**src/rtl/paddle_controller_pkg.sv**
```systemverilog
// Shared playfield geometry for the paddle, ball and renderer blocks,
// plus the clamped single-step paddle move used by both paddles.
package paddle_controller_pkg;

    localparam int SCREEN_HEIGHT = 480;
    localparam int SCREEN_WIDTH  = 640;
    localparam int TOP_MARGIN    = 25;
    localparam int PADDLE_HEIGHT = 72;
    localparam int BALL_SIZE     = 8;
    localparam int Y_MAX         = SCREEN_HEIGHT - TOP_MARGIN - PADDLE_HEIGHT;
    localparam int Y_CTR         = Y_MAX / 2;

    typedef enum logic [1:0] {
        MOVE_HOLD = 2'd0,
        MOVE_UP   = 2'd1,
        MOVE_DN   = 2'd2
    } move_e;

    // Both directions pressed cancel out to a hold.
    function automatic move_e decode_move(input logic up, input logic dn);
        move_e mv;
        mv = MOVE_HOLD;
        if (up && !dn) mv = MOVE_UP;
        else if (dn && !up) mv = MOVE_DN;
        return mv;
    endfunction

    // 11-bit arithmetic keeps y+speed from wrapping before the clamp.
    function automatic logic [9:0] step_y(input logic [9:0] y, input move_e mv,
                                          input int unsigned speed);
        logic [10:0] y_w;
        logic [10:0] sum_w;
        logic [10:0] diff_w;
        logic [9:0]  res;
        y_w    = {1'b0, y};
        sum_w  = y_w + 11'(speed);
        diff_w = y_w - 11'(speed);
        res    = y;
        case (mv)
            MOVE_UP: res = (y_w < 11'(speed)) ? 10'd0 : diff_w[9:0];
            MOVE_DN: res = (sum_w > 11'(Y_MAX)) ? 10'(Y_MAX) : sum_w[9:0];
            default: res = y;
        endcase
        return res;
    endfunction

endpackage

```
**src/rtl/paddle_controller_if.sv**
```systemverilog
// Control/button/position bundle between the game core and the paddle block.
interface paddle_controller_if;

    logic       refresh_tick;
    logic       game_active;
    logic       center_req;
    logic       ai_mode;
    logic       btn_p1_up;
    logic       btn_p1_down;
    logic       btn_p2_up;
    logic       btn_p2_down;
    logic [9:0] ball_y;
    logic [9:0] paddle1_y;
    logic [9:0] paddle2_y;

    // Single-cycle pulses (refresh_tick, center_req) are sampled on one clk edge;
    // there is no ready/backpressure, the paddle block always accepts them.
    modport master (
        output refresh_tick, game_active, center_req, ai_mode,
        output btn_p1_up, btn_p1_down, btn_p2_up, btn_p2_down, ball_y,
        input  paddle1_y, paddle2_y
    );

    modport slave (
        input  refresh_tick, game_active, center_req, ai_mode,
        input  btn_p1_up, btn_p1_down, btn_p2_up, btn_p2_down, ball_y,
        output paddle1_y, paddle2_y
    );

endinterface

```
**src/rtl/paddle_controller_debounce.sv**
```systemverilog
// Two-flop synchroniser followed by a stability counter; the debounced level
// follows the synchronised input only after it has differed for a full count.
module paddle_controller_debounce #(
    parameter int DEBOUNCE_BITS = 16
) (
    input  logic clk,
    input  logic reset_n,
    input  logic i_btn,
    output logic o_deb
);

    logic                     r_sync1;
    logic                     r_sync2;
    logic                     r_deb;
    logic [DEBOUNCE_BITS-1:0] r_cnt;

    always_ff @(posedge clk or negedge reset_n) begin
        if (!reset_n) begin
            r_sync1 <= 1'b0;
            r_sync2 <= 1'b0;
            r_deb   <= 1'b0;
            r_cnt   <= '0;
        end else begin
            r_sync1 <= i_btn;
            r_sync2 <= r_sync1;
            if (r_sync2 == r_deb) begin
                r_cnt <= '0;
            end else if (&r_cnt) begin
                r_deb <= r_sync2;
                r_cnt <= '0;
            end else begin
                r_cnt <= r_cnt + 1'b1;
            end
        end
    end

    assign o_deb = r_deb;

endmodule

```
**src/rtl/paddle_controller.sv**
```systemverilog
// Paddle position block: debounced buttons (or AI for paddle 2) move both
// paddles once per refresh_tick, clamped to 0..Y_MAX; center_req recentres.
module paddle_controller
    import paddle_controller_pkg::*;
#(
    parameter int DEBOUNCE_BITS = 16,
    parameter int PADDLE_SPEED  = 4,
    parameter int AI_DEADBAND   = 4
) (
    input  logic               clk,
    input  logic               reset_n,
    paddle_controller_if.slave bus
);

    logic [3:0]  w_raw;
    logic [3:0]  w_deb;
    logic [9:0]  r_p1_y;
    logic [9:0]  r_p2_y;
    logic [10:0] w_pc;
    logic [10:0] w_bc;
    move_e       w_mv1;
    move_e       w_mv2;
    move_e       w_ai_mv;

    // Index order: p1_up, p1_down, p2_up, p2_down.
    assign w_raw = {bus.btn_p2_down, bus.btn_p2_up, bus.btn_p1_down, bus.btn_p1_up};

    for (genvar g = 0; g < 4; g++) begin : g_deb
        paddle_controller_debounce #(
            .DEBOUNCE_BITS(DEBOUNCE_BITS)
        ) u_deb (
            .clk    (clk),
            .reset_n(reset_n),
            .i_btn  (w_raw[g]),
            .o_deb  (w_deb[g])
        );
    end

    // AI compares paddle and ball centres in absolute screen lines.
    always_comb begin
        w_pc    = {1'b0, r_p2_y} + 11'(TOP_MARGIN + PADDLE_HEIGHT / 2);
        w_bc    = {1'b0, bus.ball_y} + 11'(BALL_SIZE / 2);
        w_ai_mv = MOVE_HOLD;
        if ((w_bc + 11'(AI_DEADBAND)) < w_pc) begin
            w_ai_mv = MOVE_UP;
        end else if (w_bc > (w_pc + 11'(AI_DEADBAND))) begin
            w_ai_mv = MOVE_DN;
        end
    end

    always_comb begin
        w_mv1 = decode_move(w_deb[0], w_deb[1]);
        w_mv2 = bus.ai_mode ? w_ai_mv : decode_move(w_deb[2], w_deb[3]);
    end

    always_ff @(posedge clk or negedge reset_n) begin
        if (!reset_n) begin
            r_p1_y <= 10'(Y_CTR);
            r_p2_y <= 10'(Y_CTR);
        end else if (bus.center_req) begin
            r_p1_y <= 10'(Y_CTR);
            r_p2_y <= 10'(Y_CTR);
        end else if (bus.refresh_tick && bus.game_active) begin
            r_p1_y <= step_y(r_p1_y, w_mv1, PADDLE_SPEED);
            r_p2_y <= step_y(r_p2_y, w_mv2, PADDLE_SPEED);
        end
    end

    assign bus.paddle1_y = r_p1_y;
    assign bus.paddle2_y = r_p2_y;

endmodule

```
**src/flat_wrapper.sv**
```systemverilog
// flat-port wrapper written by rule: the top's interface ports become plain ports
module paddle_controller_flat import paddle_controller_pkg::*;
#(
    parameter int DEBOUNCE_BITS = 16,
    parameter int PADDLE_SPEED  = 4,
    parameter int AI_DEADBAND   = 4
)
  (clk, reset_n, bus_refresh_tick, bus_game_active, bus_center_req, bus_ai_mode, bus_btn_p1_up, bus_btn_p1_down, bus_btn_p2_up, bus_btn_p2_down, bus_ball_y, bus_paddle1_y, bus_paddle2_y);
  paddle_controller_if bus_i ();
  input  logic clk;
  input  logic reset_n;
  input wire logic [$bits(bus_i.refresh_tick)-1:0] bus_refresh_tick;
  input wire logic [$bits(bus_i.game_active)-1:0] bus_game_active;
  input wire logic [$bits(bus_i.center_req)-1:0] bus_center_req;
  input wire logic [$bits(bus_i.ai_mode)-1:0] bus_ai_mode;
  input wire logic [$bits(bus_i.btn_p1_up)-1:0] bus_btn_p1_up;
  input wire logic [$bits(bus_i.btn_p1_down)-1:0] bus_btn_p1_down;
  input wire logic [$bits(bus_i.btn_p2_up)-1:0] bus_btn_p2_up;
  input wire logic [$bits(bus_i.btn_p2_down)-1:0] bus_btn_p2_down;
  input wire logic [$bits(bus_i.ball_y)-1:0] bus_ball_y;
  output wire logic [$bits(bus_i.paddle1_y)-1:0] bus_paddle1_y;
  output wire logic [$bits(bus_i.paddle2_y)-1:0] bus_paddle2_y;
  assign bus_i.refresh_tick = bus_refresh_tick;
  assign bus_i.game_active = bus_game_active;
  assign bus_i.center_req = bus_center_req;
  assign bus_i.ai_mode = bus_ai_mode;
  assign bus_i.btn_p1_up = bus_btn_p1_up;
  assign bus_i.btn_p1_down = bus_btn_p1_down;
  assign bus_i.btn_p2_up = bus_btn_p2_up;
  assign bus_i.btn_p2_down = bus_btn_p2_down;
  assign bus_i.ball_y = bus_ball_y;
  assign bus_paddle1_y = bus_i.paddle1_y;
  assign bus_paddle2_y = bus_i.paddle2_y;
  paddle_controller #(.DEBOUNCE_BITS(DEBOUNCE_BITS), .PADDLE_SPEED(PADDLE_SPEED), .AI_DEADBAND(AI_DEADBAND)) u_core (.clk(clk), .reset_n(reset_n), .bus(bus_i));
endmodule
```
**config.mk**
```make
export PLATFORM = sky130hd
export DESIGN_NAME = paddle_controller_flat
export DESIGN_NICKNAME = d
export VERILOG_FILES = /design/src/rtl/paddle_controller_pkg.sv /design/src/rtl/paddle_controller_if.sv /design/src/rtl/paddle_controller_debounce.sv /design/src/rtl/paddle_controller.sv /design/src/flat_wrapper.sv
export SDC_FILE = /design/constraint.sdc
export NUM_CORES = 1
export LEC_CHECK = 0
export ABC_CLOCK_PERIOD_IN_PS = 4800
export CELL_PAD_IN_SITES_DETAIL_PLACEMENT = 0
export CELL_PAD_IN_SITES_GLOBAL_PLACEMENT = 1
export CORE_ASPECT_RATIO = 1.2
export CORE_MARGIN = 3
export CORE_UTILIZATION = 42
export DETAILED_ROUTE_END_ITERATION = 8
export GPL_TIMING_DRIVEN = 0
export PLACE_DENSITY = 0.77
export SLEW_MARGIN = 30
export SYNTH_ARGS = -nofsm -noshare
export SYNTH_HDL_FRONTEND = slang
export SYNTH_SLANG_ARGS = --single-unit
```
**constraint.sdc**
```tcl
create_clock -name clk -period 4.8 [get_ports clk]
set_clock_uncertainty 0.2 [all_clocks]
set_input_delay 1.2 -clock clk [delete_from_list [all_inputs] [get_ports clk]]
set_output_delay 1.2 -clock clk [all_outputs]
set_load 0.005 [all_outputs]
```
==> impl_metrics.csv, run 1 <==
group,metric,value,unit
synthesis,synth-edff-count,0,
synthesis,synth-warning-count,0,
timing,fin_crit_sh,96.4,%
pwr,peakVddDrop,0.226,mV
floorplanning,start_util,43.4,%
pwr,swShare,30.7,%
clock_network,path_clk_slew,0.07,ns
floorplanning,core-area,0.0139,mm2
clock_network,root_buffer,"clkbuf_16",
pwr,pwr-share-clk,33.3,%
global_route,overflow,0,
timing,finalWorstSetupSlack,0.172,ns
clock_network,cts_made_buffers,9,
placement,gp_congestion,0.875,
placement,dp_worst_setup_slack,-1.02,ns
worst_hold_path,hold_path_class,"reg -> reg",
detailed_routing,antenna_left,0,
synthesis,synthArstFlopShare,100,%
synthesis,synth-seq-cells,94,
timing,max_slew.worst_pin.slew,0.798,ns
synthesis,syn-cell-area,0.00605,mm2
pwr,switching_power,0.714,mW
final_layout,final_cells,911,
floorplanning,dieArea,0.0159,mm2
clock_network,clock_path_buffers,2,
final_layout,final_common_cell,"nor2_1",
synthesis,avgSynthCellArea,8.96,um2
timing,setup_viol,0,
pwr,p_leak,3.03,nW
global_route,grt_pass1_vias,4839,
final_layout,final_util,51.8,%
setup_path,critPathMaxFanout,6,
clock_network,cts_tree,"done",
final_layout,final_cell_mix,"107 x nor2_1, 82 x dfrtp_1, 63 x nand2_1",
floorplanning,die_h,137,um
setup_path,cp-end-kind,"flip-flop",
final_layout,final_nets,789,
clock_network,cts-htree-levels,3,
global_route,grt_pass1_wl,22.8,mm
pwr,p_seq_share,37.6,%
floorplanning,io-pin-count,40,
pwr,power_per_cell_area,322,mW/mm2
synthesis,synth_cell_types,71,
placement,place_hpwl,9.91,mm
setup_path,critPathLaunchType,"primary input",
synthesis,synth_seq_area_share,39.2,%
timing,maxSlewViolCount,0,
final_layout,layout-drive-gt1-share,11.9,%
clock_network,clk_latency,0.35,ns
synthesis,synthCells,675,
detailed_routing,vias_per_cell,5.47,
timing,finalSetupTns,0,ns
synthesis,synth_ff_type,"dfrtp_1",
synthesis,syn_nets,729,
pwr,p_int,1.61,mW
timing,min_period,4.63,ns
global_route,antenna_found_initial,0,
clock_network,hold_buffers,0,
timing,clock.fmax,0.216,GHz
status,status,"finished clean",
setup_path,arrival,4.69,ns
timing,hold_viol,0,
setup_path,cp.required,4.86,ns
detailed_routing,wl,13.5,mm
global_route,grt_max_degree,51,
detailed_routing,via_count,4982,
detailed_routing,wl_per_cell,14.8,um
floorplanning,die_x,116,um
final_layout,syn_to_final_growth,19.4,%
final_layout,antennaDiodeCount,0,
global_route,grt_usage,17.7,%
placement,portBuffers,39,
setup_path,worstSetupPathType,"in -> reg",
pwr,combPwrFrac,29.1,%
floorplanning,num_rows,47,
timing,slew_headroom,46.4,%
detailed_routing,drcViolationCount,0,
clock_network,clock_sinks,94,
detailed_routing,first_iter_violations,245,
flow_run,cap_viol_max_count,0,
placement,placedCellCount,886,
detailed_routing,drtPass1Iterations,4,
==> layout make-up <==
type	instances	area, um2
multi-input combinational	530	3600
sequential	94	2370
tap	171	214
clock inverter	4	78.8
timing repair buffer	49	480
fill	1299	6720
clock buffer	12	246
inverter	28	109
buffer	23	123
==> through the flow <==
step	power, mW	cell area, um2	hold slack, ns
after floorplan	1.31	6050	0.131
after global placement	1.48	6650	0.133
after detailed placement	1.49	6690	0.141
after CTS	2.31	7110	0.156
after global routing	2.47	7220	0.163
final	2.32	7220	0.153
==> cell usage after synthesis, types with 10 or more instances <==
| cell type | n | area [um2] |
|---|---|---|
| dfstp_2 | 12 | 315 |
| ha_1 | 34 | 425 |
| xnor2_1 | 46 | 403 |
| nand4_1 | 11 | 68.8 |
| a21oi_1 | 17 | 85.1 |
| nand3_1 | 47 | 235 |
| xor2_1 | 40 | 350 |
| clkbuf_1 | 15 | 56.3 |
| inv_1 | 28 | 105 |
| nor3_1 | 10 | 50.1 |
| o21ai_0 | 23 | 115 |
| nand2_1 | 64 | 240 |
| dfrtp_1 | 82 | 2050 |
| and3_1 | 16 | 100 |
| nor2_1 | 107 | 402 |
==> cell families (layout without fill, tap and decap cells) <==
group                    count (synthesis)  in the layout  share of synthesized area [%]
AND/OR/NAND/NOR                        298            298                           23.2
flip-flops                              94             94                           39.2
multiplexers                            11             11                           2.01
buffers and inverters                   51            116                           3.66
AO/OA/AOI/OAI                          100            100                           12.0
adder cells (fa/ha/maj)                 34             34                           7.04
XOR/XNOR                                87             87                           12.9
==> worst paths after layout <==
| kind | startpoint | endpoint | slack (ns) | depth (start not counted) |
|---|---|---|---|---|
| worst max-delay path | bus_ball_y[2] | u_core.bus.paddle2_y[7] | 0.17 | 18 |
| worst min-delay path | u_core.g_deb[1].u_deb.r_sync1 | u_core.g_deb[1].u_deb.r_sync2 | 0.15 | 0 |
| worst max register to register | u_core.bus.paddle2_y[2] | u_core.bus.paddle2_y[7] | 0.25 | 17 |
| worst min register to register | u_core.g_deb[1].u_deb.r_sync1 | u_core.g_deb[1].u_deb.r_sync2 | 0.15 | 0 |
| max in group asynchronous | reset_n | u_core.bus.paddle2_y[2] | 3.15 | 2 |
| min in group asynchronous | reset_n | u_core.g_deb[2].u_deb.r_cnt[9] | 0.60 | 1 |
==> routing by layer <==
metal	up-vias	routed length, um	GRT usage (%)
met3	12	500	3.30
met2	88	6820	30.1
met5	-	0	0
met1	2408	6000	22.9
li1	2474	-	-
met4	0	159	5.02
==> what timing repair did <==
action,4_1_cts,5_1_grt
gates resized for setup,19,16
endpoints found under the setup margin,9,9
pin swaps,2,6
setup buffers,3,6
==> critical path: stages <==
cell and delay, ns:
clkbuf_4 0.15, buf_6 0.14, clkinvlp_4 0.12, ha_4 0.27, nor4b_4 0.29, nand2_1 0.13, xor2_1 0.18, ha_1 0.32
nand3_1 0.07, nor2_1 0.04, a221o_1 0.36, o211ai_1 0.22, o211ai_2 0.17, a31oi_4 0.25, buf_4 0.16, mux2_2 0.31
o21ai_0 0.17, o311ai_1 0.14
==> power by group through the flow <==
| stage | clock, mW | combinational, mW | sequential [mW] |
|---|---|---|---|
| 5_1_grt | 0.838 | 0.758 | 0.878 |
| 4_1_cts | 0.801 | 0.638 | 0.870 |
| 2_1_floorplan | 0 | 0.433 | 0.874 |
| 6_report | 0.774 | 0.676 | 0.874 |
| 3_5_place_dp | 0 | 0.610 | 0.883 |
| 3_3_place_gp | 0 | 0.596 | 0.881 |
==> flip-flops by register name, summed over array words and instances (netlist names) <==
name                        cells
u_core.g_deb.u_deb.r_cnt       64
u_core.bus.paddle1_y            9
u_core.bus.paddle2_y            9
u_core.g_deb.u_deb.o_deb        4
u_core.g_deb.u_deb.r_sync1      4
u_core.g_deb.u_deb.r_sync2      4
(Power assumes the default switching activity.)
==> run 2, diff against run 1 <==
- CTS_CLUSTER_SIZE: unset -> 10
==> results of run 2 <==
No change in the layout: final DEF, timing and power equal those of run 1.
